[config.mk]
export PLATFORM = sky130hd
export DESIGN_NAME = decode_queue
export DESIGN_NICKNAME = d
export VERILOG_FILES = /design/src/rtl/decode_queue.sv
export SDC_FILE = /design/constraint.sdc
export NUM_CORES = 1
export LEC_CHECK = 0
export ABC_AREA = 1
export CAP_MARGIN = 5
export CORE_MARGIN = 3
export CORE_UTILIZATION = 63
export CTS_BUF_LIST = sky130_fd_sc_hd__clkbuf_8
export DETAILED_ROUTE_END_ITERATION = 10
export PLACE_DENSITY = 0.88
export REMOVE_ABC_BUFFERS = 1
export SYNTH_ARGS = -nofsm -noshare
export SYNTH_HDL_FRONTEND = slang
export SYNTH_SLANG_ARGS = --single-unit
[constraint.sdc]
create_clock -name clk -period 6.8 [get_ports clk]
set_input_delay 0.68 -clock clk [delete_from_list [all_inputs] [get_ports clk]]
set_output_delay 0.68 -clock clk [all_outputs]
set_load 0.03 [all_outputs]
[src/rtl/decode_queue.sv]
// decode_queue: IF->ID decoupling queue with a registered MIPS32 control decoder.
// The queue holds up to DEPTH {pc, instr} pairs; the head entry is decoded
// combinationally and captured into a valid/ready output stage on pop.
// Optional feature macro: DECODE_TLB_EN (COP0 TLBR/TLBWI/TLBWR/TLBP decode as valid).
module decode_queue #(
    parameter int DEPTH = 4,
    parameter int PC_W  = 32
) (
    input  logic            clk,
    input  logic            rst,
    input  logic            flush,
    input  logic            if_valid,
    output logic            if_ready,
    input  logic [31:0]     if_instr,
    input  logic [PC_W-1:0] if_pc,
    output logic            id_valid,
    input  logic            id_ready,
    output logic [PC_W-1:0] id_pc,
    output logic [31:0]     id_instr,
    output logic [3:0]      id_alu_op,
    output logic            id_src_b_imm,
    output logic            id_ext_sign,
    output logic [1:0]      id_dst_sel,
    output logic            id_reg_wr,
    output logic            id_mem_rd,
    output logic            id_mem_wr,
    output logic [1:0]      id_mem_size,
    output logic            id_mem_uns,
    output logic [2:0]      id_exc
);
    localparam int AW = $clog2(DEPTH);
    localparam logic [AW:0] FULL_COUNT = (AW+1)'(DEPTH);

    logic [PC_W-1:0] pc_mem    [DEPTH];
    logic [31:0]     instr_mem [DEPTH];
    logic [AW-1:0]   wr_ptr_reg, rd_ptr_reg;
    logic [AW:0]     count_reg;

    logic            push, pop, head_valid;
    logic [31:0]     head_instr;
    logic [PC_W-1:0] head_pc;

    // Readiness is purely a function of occupancy, so a full queue never
    // accepts even when the head leaves in the same cycle.
    assign if_ready   = (count_reg < FULL_COUNT);
    assign head_valid = (count_reg != '0);
    assign push       = if_valid && if_ready;
    assign pop        = head_valid && (!id_valid || id_ready);
    assign head_instr = instr_mem[rd_ptr_reg];
    assign head_pc    = pc_mem[rd_ptr_reg];

    // Storage write; entries need no reset because occupancy gates every read.
    always_ff @(posedge clk) begin
        if (push) begin
            instr_mem[wr_ptr_reg] <= if_instr;
            pc_mem[wr_ptr_reg]    <= if_pc;
        end
    end

    // Pointer and occupancy bookkeeping; flush wins over push and pop.
    always_ff @(posedge clk or posedge rst) begin
        if (rst) begin
            wr_ptr_reg <= '0;
            rd_ptr_reg <= '0;
            count_reg  <= '0;
        end else if (flush) begin
            wr_ptr_reg <= '0;
            rd_ptr_reg <= '0;
            count_reg  <= '0;
        end else begin
            if (push) wr_ptr_reg <= wr_ptr_reg + 1'b1;
            if (pop)  rd_ptr_reg <= rd_ptr_reg + 1'b1;
            if (push && !pop)      count_reg <= count_reg + 1'b1;
            else if (pop && !push) count_reg <= count_reg - 1'b1;
        end
    end

    logic [5:0] opcode, funct;
    logic [4:0] rs, rt, shamt;
    assign opcode = head_instr[31:26];
    assign rs     = head_instr[25:21];
    assign rt     = head_instr[20:16];
    assign shamt  = head_instr[10:6];
    assign funct  = head_instr[5:0];

    logic [3:0] d_alu_op;
    logic       d_src_b_imm, d_ext_sign, d_reg_wr, d_mem_rd, d_mem_wr, d_mem_uns, ri;
    logic [1:0] d_dst_sel, d_mem_size;
    logic [2:0] d_exc;

    // Decode the head entry into the control bundle; anything unrecognised
    // collapses to a bare reserved-instruction exception.
    always_comb begin
        d_alu_op = 4'd0; d_src_b_imm = 1'b0; d_ext_sign = 1'b0; d_dst_sel = 2'd0;
        d_reg_wr = 1'b0; d_mem_rd = 1'b0; d_mem_wr = 1'b0; d_mem_size = 2'd0;
        d_mem_uns = 1'b0; d_exc = 3'b000; ri = 1'b0;
        case (opcode)
            6'h00: begin
                case (funct)
                    6'h20: begin d_alu_op = 4'd1;  d_reg_wr = 1'b1; end
                    6'h21: begin d_alu_op = 4'd2;  d_reg_wr = 1'b1; end
                    6'h22: begin d_alu_op = 4'd3;  d_reg_wr = 1'b1; end
                    6'h23: begin d_alu_op = 4'd4;  d_reg_wr = 1'b1; end
                    6'h2A: begin d_alu_op = 4'd5;  d_reg_wr = 1'b1; end
                    6'h2B: begin d_alu_op = 4'd6;  d_reg_wr = 1'b1; end
                    6'h24: begin d_alu_op = 4'd7;  d_reg_wr = 1'b1; end
                    6'h25: begin d_alu_op = 4'd8;  d_reg_wr = 1'b1; end
                    6'h26: begin d_alu_op = 4'd9;  d_reg_wr = 1'b1; end
                    6'h27: begin d_alu_op = 4'd10; d_reg_wr = 1'b1; end
                    6'h00: begin d_alu_op = 4'd11; d_reg_wr = 1'b1; ri = (rs != 5'd0); end
                    6'h02: begin d_alu_op = 4'd12; d_reg_wr = 1'b1; ri = (rs != 5'd0); end
                    6'h03: begin d_alu_op = 4'd13; d_reg_wr = 1'b1; ri = (rs != 5'd0); end
                    6'h04: begin d_alu_op = 4'd11; d_reg_wr = 1'b1; ri = (shamt != 5'd0); end
                    6'h06: begin d_alu_op = 4'd12; d_reg_wr = 1'b1; ri = (shamt != 5'd0); end
                    6'h07: begin d_alu_op = 4'd13; d_reg_wr = 1'b1; ri = (shamt != 5'd0); end
                    6'h08: begin end                                 // JR
                    6'h09: d_reg_wr = 1'b1;                          // JALR -> rd
                    6'h0C: d_exc = 3'b010;                           // SYSCALL
                    6'h0D: d_exc = 3'b100;                           // BREAK
                    6'h10, 6'h12: d_reg_wr = 1'b1;                   // MFHI/MFLO
                    default: ri = 1'b1;
                endcase
            end
            6'h01: begin
                case (rt)
                    5'h00, 5'h01: begin end                          // BLTZ/BGEZ
                    5'h10, 5'h11: begin d_dst_sel = 2'd2; d_reg_wr = 1'b1; end
                    default: ri = 1'b1;
                endcase
            end
            6'h02, 6'h04, 6'h05, 6'h06, 6'h07: begin end            // J, branches
            6'h03: begin d_dst_sel = 2'd2; d_reg_wr = 1'b1; end      // JAL
            6'h08, 6'h09, 6'h0A, 6'h0B: begin
                d_alu_op    = (opcode == 6'h08) ? 4'd1 : (opcode == 6'h09) ? 4'd2 :
                              (opcode == 6'h0A) ? 4'd5 : 4'd6;
                d_src_b_imm = 1'b1; d_ext_sign = 1'b1; d_dst_sel = 2'd1; d_reg_wr = 1'b1;
            end
            6'h0C, 6'h0D, 6'h0E: begin
                d_alu_op    = (opcode == 6'h0C) ? 4'd7 : (opcode == 6'h0D) ? 4'd8 : 4'd9;
                d_src_b_imm = 1'b1; d_dst_sel = 2'd1; d_reg_wr = 1'b1;
            end
            6'h0F: begin d_alu_op = 4'd14; d_src_b_imm = 1'b1; d_dst_sel = 2'd1; d_reg_wr = 1'b1; end
            6'h10: begin
                if (rs == 5'h00) begin d_dst_sel = 2'd1; d_reg_wr = 1'b1; end  // MFC0
                else if (rs == 5'h04) begin end                              // MTC0
                else if (rs[4]) begin
                    case (funct)
                        6'h18: begin end                                     // ERET
`ifdef DECODE_TLB_EN
                        6'h01, 6'h02, 6'h06, 6'h08: begin end                // TLB ops
`else
                        6'h01, 6'h02, 6'h06, 6'h08: ri = 1'b1;
`endif
                        default: ri = 1'b1;
                    endcase
                end else ri = 1'b1;
            end
            6'h20, 6'h21, 6'h23, 6'h24, 6'h25: begin
                d_mem_rd = 1'b1; d_alu_op = 4'd2; d_src_b_imm = 1'b1; d_ext_sign = 1'b1;
                d_dst_sel = 2'd1; d_reg_wr = 1'b1;
                d_mem_size = (opcode[1:0] == 2'b11) ? 2'd2 : {1'b0, opcode[0]};
                d_mem_uns  = opcode[2];
            end
            6'h28, 6'h29, 6'h2B: begin
                d_mem_wr = 1'b1; d_alu_op = 4'd2; d_src_b_imm = 1'b1; d_ext_sign = 1'b1;
                d_mem_size = (opcode[1:0] == 2'b11) ? 2'd2 : {1'b0, opcode[0]};
            end
            default: ri = 1'b1;
        endcase
        if (ri) begin
            d_alu_op = 4'd0; d_src_b_imm = 1'b0; d_ext_sign = 1'b0; d_dst_sel = 2'd0;
            d_reg_wr = 1'b0; d_mem_rd = 1'b0; d_mem_wr = 1'b0; d_mem_size = 2'd0;
            d_mem_uns = 1'b0; d_exc = 3'b001;
        end
    end

    // Output stage: load on pop, hold while stalled, drop valid once consumed.
    always_ff @(posedge clk or posedge rst) begin
        if (rst) begin
            id_valid <= 1'b0; id_pc <= '0; id_instr <= '0; id_alu_op <= '0;
            id_src_b_imm <= 1'b0; id_ext_sign <= 1'b0; id_dst_sel <= '0; id_reg_wr <= 1'b0;
            id_mem_rd <= 1'b0; id_mem_wr <= 1'b0; id_mem_size <= '0; id_mem_uns <= 1'b0;
            id_exc <= '0;
        end else if (flush) begin
            id_valid <= 1'b0;
        end else if (pop) begin
            id_valid <= 1'b1; id_pc <= head_pc; id_instr <= head_instr; id_alu_op <= d_alu_op;
            id_src_b_imm <= d_src_b_imm; id_ext_sign <= d_ext_sign; id_dst_sel <= d_dst_sel;
            id_reg_wr <= d_reg_wr; id_mem_rd <= d_mem_rd; id_mem_wr <= d_mem_wr;
            id_mem_size <= d_mem_size; id_mem_uns <= d_mem_uns; id_exc <= d_exc;
        end else if (id_ready) begin
            id_valid <= 1'b0;
        end
    end
endmodule

==> results_tabular.tex <==
\begin{tabular}{lr}
\hline
Metric & Value \\
\hline
\multicolumn{2}{l}{\textbf{GRT}} \\
\quad Pin count of the biggest net entering global routing & 133 \\
\quad Overall Global Routing Usage & 26.4\% \\
\quad Initial antenna violation count & 1 \\
\quad Via count of the first global-routing pass & 10.2k \\
\quad Global-route wire length before repair & between 50,000 and 60,000 um \\
\quad Residual overflow from global routing & 0 \\
\multicolumn{2}{l}{\textbf{Job}} \\
\quad Maximum Capacitance Violations & 0 \\
\multicolumn{2}{l}{\textbf{Worst setup path}} \\
\quad FF-to-FF setup slack & around 3500 ps \\
\quad Launching point of the worst reg2reg path & id\_valid \\
\quad Peak per-stage delay on the critical path & 680 ps \\
\quad Cell depth of the worst flop-to-flop path & 13 \\
\quad CP Max Fanout & approximately 70 \\
\quad Max stage delay cell, worst path & clkinv\_2 \\
\quad Data required time of the worst path & between 7000 and 8000 ps \\
\quad Crit path capture type & flop \\
\quad Cell family with the largest share of critical-path delay & buffers and inverters \\
\quad Ordered cell list for the critical path & clkdlybuf4s50\_1 > inv\_1 > nand2\_1 > inv\_1 > nor2\_1 > inv\_1 > nor2\_4 > buf\_4 > clkinv\_2 > buf\_4 > nor2\_1 > o21ai\_0 > nand2\_1 > nand3\_1 > nand2\_1 \\
\quad Worst path arrival time & 4020 ps \\
\quad Terminus of the critical flop-to-flop path & id\_reg\_wr \\
\quad Worst Setup Path Type & input port to flop \\
\quad Critical path launch point type & input port \\
\quad Bufs and invs on worst path & 7 \\
\multicolumn{2}{l}{\textbf{Timing}} \\
\quad Least setup slack across all paths after layout & 3320 ps \\
\quad Post-route setup TNS & 0 ps \\
\quad Final-report setup violation count & 0 \\
\quad Share of the cycle needed by the critical path after routing & 51.2\% \\
\quad Slew at the pin closest to its max-slew limit & 1070 ps \\
\quad Final hold violation count & 0 \\
\quad Remaining max-slew budget at the tightest pin & 28.9\% \\
\quad Highest Clock Rate & 287 MHz \\
\quad RSZ-0062 raised after global routing & false \\
\quad Clk\_skew & 28.6 ps \\
\quad Fin. max-slew vios & 0 \\
\quad Shortest period the worst path allows & 3480 ps \\
\multicolumn{2}{l}{\textbf{Floorplan}} \\
\quad Ports & 152 \\
\quad Vertical die dimension & 155 um \\
\quad Area enclosed by the die boundary & 24,100 um\^{}2 \\
\quad Area of the core & 21,400 um\^{}2 \\
\quad Rows & 53 \\
\quad Width of the chip & 155 um \\
\quad Initial cell density of the core & 65.5\% \\
\multicolumn{2}{l}{\textbf{Final layout}} \\
\quad Signed area change from the synthesized netlist to the final layout & 20.2\% \\
\quad Final-stage net count & 1,478 \\
\quad Sequential cell area & about 9900 um\^{}2 \\
\quad Share of post-route cells with drive strength above 1 & about a tenth \\
\quad Area taken by multi-input logic gates & 3660 um\^{}2 \\
\quad Filler cell count in the final layout & 1,201 \\
\quad Utilization after layout & 78.7\% \\
\quad Largest regs & instr\_mem (128), pc\_mem (128) \\
\quad Most used cells in the layout excluding fill and tap cells & nand2\_1, edfxtp\_1, clkdlybuf4s50\_1 \\
\quad Most common cell after layout, fill and taps aside & nand2\_1 \\
\multicolumn{2}{l}{\textbf{CTS}} \\
\quad Clock sink total & 345 \\
\quad Clk Tree Root Cell & clkbuf\_8 \\
\quad H-tree depth & 2 \\
\quad Number of CTS-inserted buffers & 52 \\
\quad CTS tree & built \\
\quad Maximum root-to-sink buffer count & 3 \\
\quad CTS clock-pin slew for the worst setup and hold paths & 70 ps \\
\quad Quantity of hold-fixing buffers added after cts & 0 \\
\quad Post-CTS setup buffer count & 0 \\
\quad Clock latency reported for the late side of the worst-skew pair & 600 ps \\
\quad Quantity of gates resized following cts & 0 \\
\multicolumn{2}{l}{\textbf{Synth}} \\
\quad Synth top area share & 54.8\% \\
\quad Number of synthesized flops with an enable pin & 256 \\
\quad Portion of the post-synthesis area used by sequential elements & 70.7\% \\
\quad Synthesis warning total & 0 \\
\quad Top FF cell, synth & edfxtp\_1 \\
\quad FFs w/ async S/R, synth & $\sim$26\% \\
\quad Top area cells in the synthesized netlist & edfxtp\_1, dfrtp\_1, nand2\_1 \\
\quad Avg Inst Size Synth & between 10 and 15 um\^{}2 \\
\quad Cell type with the highest aggregate area in the netlist & edfxtp\_1 \\
\quad Gate count after technology mapping & 1,251 \\
\quad Post-synth design cell area & 14,000 um\^{}2 \\
\quad Synthesis-stage register bit count & 345 \\
\quad Count of distinct cell types in the synthesized netlist & 36 \\
\multicolumn{2}{l}{\textbf{Detailed routing}} \\
\quad Iteration-0 DRC Markers & 1,091 \\
\quad Post-Route WL & 32,100 um \\
\quad Vias per cell & around 5.8 \\
\quad DR pass1 iterations & 5 \\
\quad Number of routed nets with antenna violations & 0 \\
\quad Number of remaining DRC errors & 0 \\
\quad Via count & 10.1k \\
\quad Wire length per cell & 18.6 um \\
\multicolumn{2}{l}{\textbf{Place}} \\
\quad Port Buf Inserts & 151 \\
\quad Placer congestion estimate & 0.926 \\
\quad Final HPWL from detailed placement & about 18,000 um \\
\quad Post-place setup slack & 2780 ps \\
\multicolumn{2}{l}{\textbf{Power and ir drop}} \\
\quad Maximum VDD drop & 281 uV \\
\quad Overall power & roughly 7700 uW \\
\quad Power per cell area & 457 nW/um\^{}2 \\
\quad Reported leakage power & 0.00681 uW \\
\multicolumn{2}{l}{\textbf{Outcome}} \\
\quad Result of the run & completed \\
\multicolumn{2}{l}{\textbf{Hold path}} \\
\quad Hold Crit Class & input port to async pin \\
\hline
\end{tabular}
through the flow:
| stage | instances | area [um^2] | hold slack (ps) |
|---|---|---|---|
| 4_1_cts | 1723 | 16900 | 352 |
| 6_report | 1725 | 16900 | 359 |
| 5_1_grt | 1723 | 16900 | 371 |
| 3_3_place_gp | 1625 | 15700 | 456 |
| 3_5_place_dp | 1625 | 15700 | 463 |
| 2_1_floorplan | 1190 | 13700 | 522 |
final cells by class:
class / instances / share of cell area, %
clock inverters: 33 / 1.65
clock buffers: 65 / 5.31
diodes: 2 / 0.0297
repair buffers: 160 / 9.36
flip-flops and latches: 345 / 58.8
inverters: 44 / 1.05
well taps: 275 / 2.04
multi-input cells: 801 / 21.7
cell usage after synthesis, drive strengths merged (2+ instances only):
master    n
clkbuf   33
o21ai   129
o31ai     3
o22a      3
nand4     8
nor2    142
buf      28
edfxtp  256
inv      44
nor3      3
dfrtp    89
ha        4
o22ai    43
a21oi     2
nand2   384
nand3    73
metal layers:
| metal | global-route usage, % | vias to the layer above | wire length, um |
|---|---|---|---|
| met5 | 0 | - | 13 |
| met4 | 10.1 | 2 | 920 |
| met3 | 5.95 | 92 | 3150 |
| met2 | 44.1 | 579 | 15800 |
| met1 | 34.3 | 4772 | 12200 |
| li1 | - | 4624 | - |
how the worst max path moves through the flow:
stage | start | to | slack, ps | cells after the start
after floorplan | id_ready | id_reg_wr | 1870 | 12
after global placement | id_ready | id_reg_wr | 2850 | 15
after detailed placement | id_ready | id_reg_wr | 2780 | 15
after CTS | id_ready | id_reg_wr | 3390 | 15
after global routing | id_ready | id_reg_wr | 3050 | 15
final | id_ready | id_reg_wr | 3320 | 15
cells by family after synthesis:
group | share of synthesized area, %
and+or+nand+nor | 18.2
adders and majority gates | 0.499
AOI/OAI and AO/OA | 7.14
xor gates and xnor gates | 0.0624
DFF | 70.7
buffers and inverters | 3.47
power breakdown:
group	internal [uW]	leakage (uW)	total [uW]	switching, uW
Sequential	2690	0.00347	2930	245
Combinational	940	0.00268	2920	1980
Clock	1060	0.000663	1850	793
Total	4680	0.00681	7700	3020
Power figures use the tool's default switching activity.
